**config.mk**
```make
export PLATFORM = sky130hd
export DESIGN_NAME = serial_output
export DESIGN_NICKNAME = d
export VERILOG_FILES = /design/src/rtl/serial_pkg.sv /design/src/rtl/serial_baud_tick.sv /design/src/rtl/serial_output.sv
export SDC_FILE = /design/constraint.sdc
export NUM_CORES = 1
export LEC_CHECK = 0
export BUFFER_PORTS_ARGS = -buffer_cell sky130_fd_sc_hd__buf_2
export CAP_MARGIN = 30
export CORE_MARGIN = 2
export CORE_UTILIZATION = 49
export CTS_CLUSTER_DIAMETER = 100
export CTS_CLUSTER_SIZE = 8
export DETAILED_ROUTE_END_ITERATION = 10
export PLACE_DENSITY = 0.7
export SLEW_MARGIN = 10
export SYNTH_ARGS = -nofsm -noshare
export SYNTH_HDL_FRONTEND = slang
export SYNTH_SLANG_ARGS = --single-unit
```
**constraint.sdc**
```tcl
create_clock -name clk -period 6.6 [get_ports clk]
set_input_delay 0.66 -clock clk [delete_from_list [all_inputs] [get_ports clk]]
set_output_delay 0.66 -clock clk [all_outputs]
set_load 0.02 [all_outputs]
```
**src/rtl/serial_pkg.sv**
```systemverilog
// Shared definitions for the serial stb/ack <-> UART blocks (state encoding, divider math, frame sizes).
// Used by serial_output now and by the future serial_input receiver.
package serial_pkg;

  typedef enum logic [2:0] {
    ST_IDLE   = 3'd0,
    ST_START  = 3'd1,
    ST_DATA   = 3'd2,
    ST_PARITY = 3'd3,
    ST_STOP   = 3'd4
  } serial_state_t;

  localparam int DATA_BITS            = 8;
  localparam int FRAME_BITS_NO_PARITY = 10;
  localparam int FRAME_BITS_PARITY    = 11;

  // Clock cycles per bit time; integer division truncates toward zero.
  function automatic int baud_divider(input int clock_frequency, input int baud_rate);
    return clock_frequency / baud_rate;
  endfunction

  function automatic int frame_bits(input bit parity_en);
    return parity_en ? FRAME_BITS_PARITY : FRAME_BITS_NO_PARITY;
  endfunction

  // Accept-to-accept spacing when the producer keeps the stream full.
  function automatic int min_frame_spacing(input int divider, input bit parity_en);
    return frame_bits(parity_en) * divider + 1;
  endfunction

endpackage

```
**src/rtl/serial_baud_tick.sv**
```systemverilog
// Bit-time counter: counts 0..DIVIDER-1 and pulses tick on the last count.
// restart holds the counter at zero so a new bit period begins cleanly.
module serial_baud_tick #(
  parameter int DIVIDER = 434
) (
  input  logic clk,
  input  logic rst,
  input  logic restart,
  output logic tick
);

  localparam int CNT_W = (DIVIDER > 2) ? $clog2(DIVIDER) : 1;
  localparam logic [CNT_W-1:0] LAST_COUNT = CNT_W'(DIVIDER - 1);

  logic [CNT_W-1:0] count;

  always_ff @(posedge clk or negedge rst) begin
    if (!rst) begin
      count <= '0;
    end else if (restart || (count == LAST_COUNT)) begin
      count <= '0;
    end else begin
      count <= count + CNT_W'(1);
    end
  end

  assign tick = (count == LAST_COUNT) && !restart;

endmodule

```
**src/rtl/serial_output.sv**
```systemverilog
// stb/ack word sink that transmits the low byte of each word as a UART frame on tx.
// Define SERIAL_OUTPUT_PARITY_EN to insert a parity bit (sense set by PARITY_ODD) before the stop bit.
module serial_output
  import serial_pkg::*;
#(
  parameter int CLOCK_FREQUENCY = 50000000,
  parameter int BAUD_RATE       = 115200,
  parameter int PARITY_ODD      = 0
) (
  input  logic        clk,
  input  logic        rst,
  input  logic [15:0] input_serial,
  input  logic        input_serial_stb,
  output logic        input_serial_ack,
  output logic        tx
);

  localparam int DIVIDER = baud_divider(CLOCK_FREQUENCY, BAUD_RATE);
  localparam logic [2:0] LAST_BIT = 3'(DATA_BITS - 1);

  serial_state_t state, state_next;
  logic [7:0]    shift_reg, shift_next;
  logic [2:0]    bit_idx, bit_idx_next;
  logic          tx_next;
  logic          ack_next;
  logic          tick;
  logic          unused_bits;

`ifdef SERIAL_OUTPUT_PARITY_EN
  localparam logic PARITY_SENSE = (PARITY_ODD != 0);
  logic parity_bit, parity_next;

  assign unused_bits = ^input_serial[15:8];

  always_ff @(posedge clk or negedge rst) begin
    if (!rst) begin
      parity_bit <= 1'b0;
    end else begin
      parity_bit <= parity_next;
    end
  end
`else
  assign unused_bits = ^{input_serial[15:8], PARITY_ODD != 0};
`endif

  // The counter sits at zero in IDLE so START always gets a full bit time.
  serial_baud_tick #(
    .DIVIDER(DIVIDER)
  ) u_baud_tick (
    .clk    (clk),
    .rst    (rst),
    .restart(state == ST_IDLE),
    .tick   (tick)
  );

  always_ff @(posedge clk or negedge rst) begin
    if (!rst) begin
      state            <= ST_IDLE;
      shift_reg        <= '0;
      bit_idx          <= '0;
      tx               <= 1'b1;
      input_serial_ack <= 1'b0;
    end else begin
      state            <= state_next;
      shift_reg        <= shift_next;
      bit_idx          <= bit_idx_next;
      tx               <= tx_next;
      input_serial_ack <= ack_next;
    end
  end

  // tx is computed one cycle ahead and registered so the line never glitches.
  always_comb begin
    state_next   = state;
    shift_next   = shift_reg;
    bit_idx_next = bit_idx;
    tx_next      = tx;
    ack_next     = 1'b0;
`ifdef SERIAL_OUTPUT_PARITY_EN
    parity_next  = parity_bit;
`endif
    case (state)
      ST_IDLE: begin
        tx_next      = 1'b1;
        bit_idx_next = '0;
        if (input_serial_stb && !input_serial_ack) begin
          ack_next   = 1'b1;
          tx_next    = 1'b0;
          shift_next = input_serial[7:0];
`ifdef SERIAL_OUTPUT_PARITY_EN
          parity_next = (^input_serial[7:0]) ^ PARITY_SENSE;
`endif
          state_next = ST_START;
        end
      end
      ST_START: begin
        if (tick) begin
          tx_next    = shift_reg[0];
          shift_next = {1'b0, shift_reg[7:1]};
          state_next = ST_DATA;
        end
      end
      ST_DATA: begin
        if (tick) begin
          if (bit_idx == LAST_BIT) begin
`ifdef SERIAL_OUTPUT_PARITY_EN
            tx_next    = parity_bit;
            state_next = ST_PARITY;
`else
            tx_next    = 1'b1;
            state_next = ST_STOP;
`endif
          end else begin
            tx_next      = shift_reg[0];
            shift_next   = {1'b0, shift_reg[7:1]};
            bit_idx_next = bit_idx + 3'd1;
          end
        end
      end
`ifdef SERIAL_OUTPUT_PARITY_EN
      ST_PARITY: begin
        if (tick) begin
          tx_next    = 1'b1;
          state_next = ST_STOP;
        end
      end
`endif
      ST_STOP: begin
        if (tick) begin
          tx_next    = 1'b1;
          state_next = ST_IDLE;
        end
      end
      default: begin
        tx_next    = 1'b1;
        state_next = ST_IDLE;
      end
    endcase
  end

endmodule
```
# == Word level (Yosys, flattened, before mapping) ==
# Index checks and enable logic that the tools add are counted.
# word_totals
register_bits,25
wordCells,54
# classes
eq_ne,11
addsub,2
n_mux,23
n_reduce_logical,12
# ops
cell,n
2-to-1 mux 8 bit,4
case mux 8 bit (3 select lines),1
2-to-1 mux 3 bit,7
"inequality test 2 bit, second input constant",6
case mux 3 bit (4 select lines),1
AND reduction 5 bit,2
"adder 9 x 1 -> 9 bit, second input constant",1
"equality test 9 bit, second input constant",1
2-to-1 mux 9 bit,1
2-to-1 mux 1 bit,7
"equality test 3 bit, second input constant",2
case mux 3 bit (2 select lines),1
AND reduction 3 bit,2
case mux 1 bit (4 select lines),1
"adder 3 x 1 -> 3 bit, second input constant",1
"equality test 3 x 1 -> 1 bit, second input constant",1
"equality test 3 x 2 -> 1 bit, second input constant",1
logical NOT 3 bit,1
nonzero test 3 bit,1
logical AND 1 bit,2
logical NOT 1 bit,2
nonzero test 2 bit,1
logical OR 1 bit,1

# == Longest topological paths before layout ==
# depth
word_depth,5
ltp_mapped,7

# == By module ==
# From an unflattened synthesis, not the netlist that was laid out.
# hier_totals
cells_unflattened,123
area_unflattened_um2,1327.5
# by_module_without_submodules
mod,area_each_um2,cells_each,instances
serial_output,840.8,75,1
serial_baud_tick,486.7,48,1

# == Least setup slack after synthesis ==
# No wires, ideal clock.
# synth_path
path_kind,register to register
from,register u_baud_tick.count[3]
to,register shift_reg[0]
required_ns,6.475
path_stages_with_launch,5
path_slack_ns,4.384
synth_period_minus_slack_ns,2.216
t_arrival_ns,2.091
setup_ns,0.125
path_buffers,0
path_cell_list,dfrtp_1 or4b_4 or3_4 a221oi_4 mux2_2
# synth_via
elab_chain_len,4
word_cells_on_any_way,5
# synth_lines
item,line_no,text
from (decl),serial_baud_tick.sv:15,logic [CNT_W-1:0] count;
from (signal assigned),serial_baud_tick.sv:23,count <= count + CNT_W'(1);
equality test 9 bit (*),serial_baud_tick.sv:27,assign tick = (count == LAST_COUNT) && !restart;
logical AND 1 bit (*),serial_baud_tick.sv:27,
inequality test 2 bit (no source line),--,
AND reduction 5 bit (no source line) (*),--,
to (signal assigned),serial_output.sv:65,shift_reg <= shift_next;
to (decl),serial_output.sv:22,"logic [7:0] shift_reg, shift_next;"
# Mark *: on every way between the ends. The rest lies on a longest branch, timed or not.
# A chain may end at the register's enable or synchronous reset.

# == Final worst setup path ==
# layout_path
from,register u_baud_tick.count[2]
to,register shift_reg[3]
# Same word-level chain as after synthesis.

==> flow_summary_export.csv <==
group,metric,value,unit
cells_and_area,diodes,0,
pwr,ir_drop,118.6,uV
route,wl_per_cell,13.26,um
cells_and_area,final_common_cell,"dfrtp_1",
critical_path,startpoint_type,"flop",
timing,finalSetupViolations,0,
cells_and_area,final_nets,162,
logic_synthesis,yosysTopAreaCell,"dfrtp_1",
clock_tree,ctsResizeCount,0,
cells_and_area,drive_gt1_share,28.26,%
critical_path,cp.required,6.80,ns
logic_synthesis,ys_types,31,
clock_tree,clockRootBuffer,"clkbuf_4",
clock_tree,cts_num_sinks,25,
timing,maxSlewViolCount,0,
clock_tree,cts_hold_buf,0,
cells_and_area,final_cell_mix,"24 x dfrtp_1, 16 x nor2_1, 14 x mux2_2, 12 x buf_2, 8 x nand2_1",
logic_synthesis,ys.warnings.count,0,
timing,fin_setup_tns,0,ns
placement,place_congestion,0.7142,
die,io_pins,21,
grt,grt_use_total,15.67,%
timing,hold_violations,0,
critical_path,cp.arrival,2.57,ns
critical_path,worstSetupEndpointType,"flop",
placement,dp_hpwl,1639,um
timing,max_slew_margin,57.90,%
route,drc,0,
logic_synthesis,ys_ff_latch,25,
die,coreArea,0.002522,mm^2
clock_tree,numCtsBuffers,3,
pwr,powerDensity,163.2,mW/mm^2
route,dr.pass1.iters,4,
clock_tree,cts_tree,"yes",
clock_tree,htreeDepth,1,
grt,grt_pass1_wl,3981,um
timing,period_share,35.96,%
route,ant_nets,0,
route,drt_iter0_markers,16,
cells_and_area,largest_reg_flops,9,
critical_path,worstSetupPathType,"flop to flop",
placement,io_buffers,12,
clock_tree,clk_latency,0.32,ns
critical_path,reg2regPathDepth,4,
logic_synthesis,synth_top_cell_area_share,44.86,%
timing,fmaxAchievable,421.4,MHz
grt,grt_overflow_total,0,
die,die_height,56.27,um
die,die_w,56.27,um
flow_run,maxCapViolCount,0,
grt,antenna_found_initial,0,
pwr,p_leak,0.6300,nW
grt,grt_max_degree,26,
die,rows,18,
clock_tree,cts_setup_buffers,0,
worst_hold_path,hp-class,"input port to asynchronous set/reset pin",
route,via_per_inst,5.488,
grt,grt_pass1_vias,916,
timing,period_needed,2.373,ns
critical_path,r2r_end,"shift_reg[3]$_DFFE_PN0P_",
die,start_util,53.08,%
logic_synthesis,synth.area.top_cells,"dfrtp_1 45%, mux2_2 12%, xnor2_1 4.6%",
logic_synthesis,avgSynthCellArea,10.54,um^2
clock_tree,cts_buffer_depth,2,
timing,rsz0062_at_grt,"false",
timing,max_slew.worst_pin.slew,0.6267,ns
route,drt_wl_total,2227,um
logic_synthesis,synth_cells,127,
critical_path,cp_max_fo,8,
route,via_count,922,
critical_path,r2r_slack,4.23,ns
die,dieArea,0.003166,mm^2
logic_synthesis,synth_nets,150,
logic_synthesis,seq_area_frac_synth,46.82,%
cells_and_area,syn2layout_area_growth,7.103,%
clock_tree,cts.clk_slew.worst_paths,0.14,ns
timing,finalClockSkew,0.02038,ns
timing,holdWs,0.3029,ns
critical_path,r2r-start,"u_baud_tick.count[2]$_DFF_PN0_",
logic_synthesis,synth_area,0.001339,mm^2
run_status,status,"finished, final reports clean",
-- Yosys cell counts (all sizes together) --
cell     count
and2b        1
nand3        3
or4b         1
nand4        4
a221oi       1
dfstp        1
inv          7
nor2b        1
nand3b       2
dfrtp       24
a31oi        1
nor2        17
o21bai       1
or2          1
o21ai        5
o211ai       4
nand2        8
clkbuf       5
xnor2        7
ha           4
mux2        14
o2bb2ai      1
or3          2
a21oi        4
xor2         2
nand4b       1
or3b         2
nor3         3
-- power by group --
group	switching (W)	internal (W)	total (W)
clock	0.0000430	0.0000236	0.0000666
combinational	0.00000486	0.00000559	0.0000105
sequential	0.00000131	0.000156	0.000157
-- worst max-delay path by stage --
| stage | start | to |
|---|---|---|
| global placement | u_baud_tick.count[3]$_DFF_PN0_ | shift_reg[3]$_DFFE_PN0P_ |
| CTS | u_baud_tick.count[3]$_DFF_PN0_ | shift_reg[3]$_DFFE_PN0P_ |
| floorplan | u_baud_tick.count[3]$_DFF_PN0_ | shift_reg[0]$_DFFE_PN0P_ |
| global route | u_baud_tick.count[2]$_DFF_PN0_ | shift_reg[2]$_DFFE_PN0P_ |
| detailed placement | u_baud_tick.count[3]$_DFF_PN0_ | shift_reg[3]$_DFFE_PN0P_ |
| finish | u_baud_tick.count[2]$_DFF_PN0_ | shift_reg[3]$_DFFE_PN0P_ |
-- worst max-delay path, cell delays in order (launching register included) --
cell and delay, ns:
dfrtp_1 0.46, or4b_4 0.56, or3_4 0.39, a221oi_4 0.47, mux2_2 0.39
-- stage by stage --
stage               total power [W]  utilization, %  setup WS, ns  instances  area [um^2]
global placement          0.0001700           55.80         4.271        164         1408
floorplan                 0.0001639               -         4.384        127         1339
global route              0.0002459           56.85         4.153        168         1434
detailed placement        0.0001706           55.80         4.242        164         1408
CTS                       0.0002377           56.85         4.225        168         1434
finish                    0.0002341           56.85         4.227        168         1434
-- kinds of logic (layout without fill, tap and decap cells) --
logic type                 after synthesis  count (layout)  share of synthesized area [%]
AOI/OAI and AO/OA                       17              17                          9.253
DFF                                     25              25                          46.82
and+or+nand+nor                         46              46                          18.41
buffers and inverters                   12              23                          4.112
adders and majority gates                4               4                          3.738
xor gates and xnor gates                 9               9                          5.888
muxes                                   14              14                          11.78
-- layer usage --
| metal | up-vias | global-route usage (%) | wire length, um |
|---|---|---|---|
| met5 | - | 0 | 0 |
| met4 | 0 | 3.061 | 13 |
| met3 | 2 | 4.378 | 63 |
| met2 | 9 | 26.22 | 1022 |
| met1 | 450 | 20.41 | 1127 |
| li1 | 461 | - | - |
-- cell type report --
cell class / count / area, um^2
Clock buffer: 4 / 26.28
Fill cell: 219 / 1089
Tap cell: 30 / 37.54
Timing Repair Buffer: 12 / 60.06
Multi-Input combinational cell: 90 / 656.9
Inverter: 7 / 26.28
Sequential cell: 25 / 626.9
No activity file was read; power rests on OpenSTA's default activity.
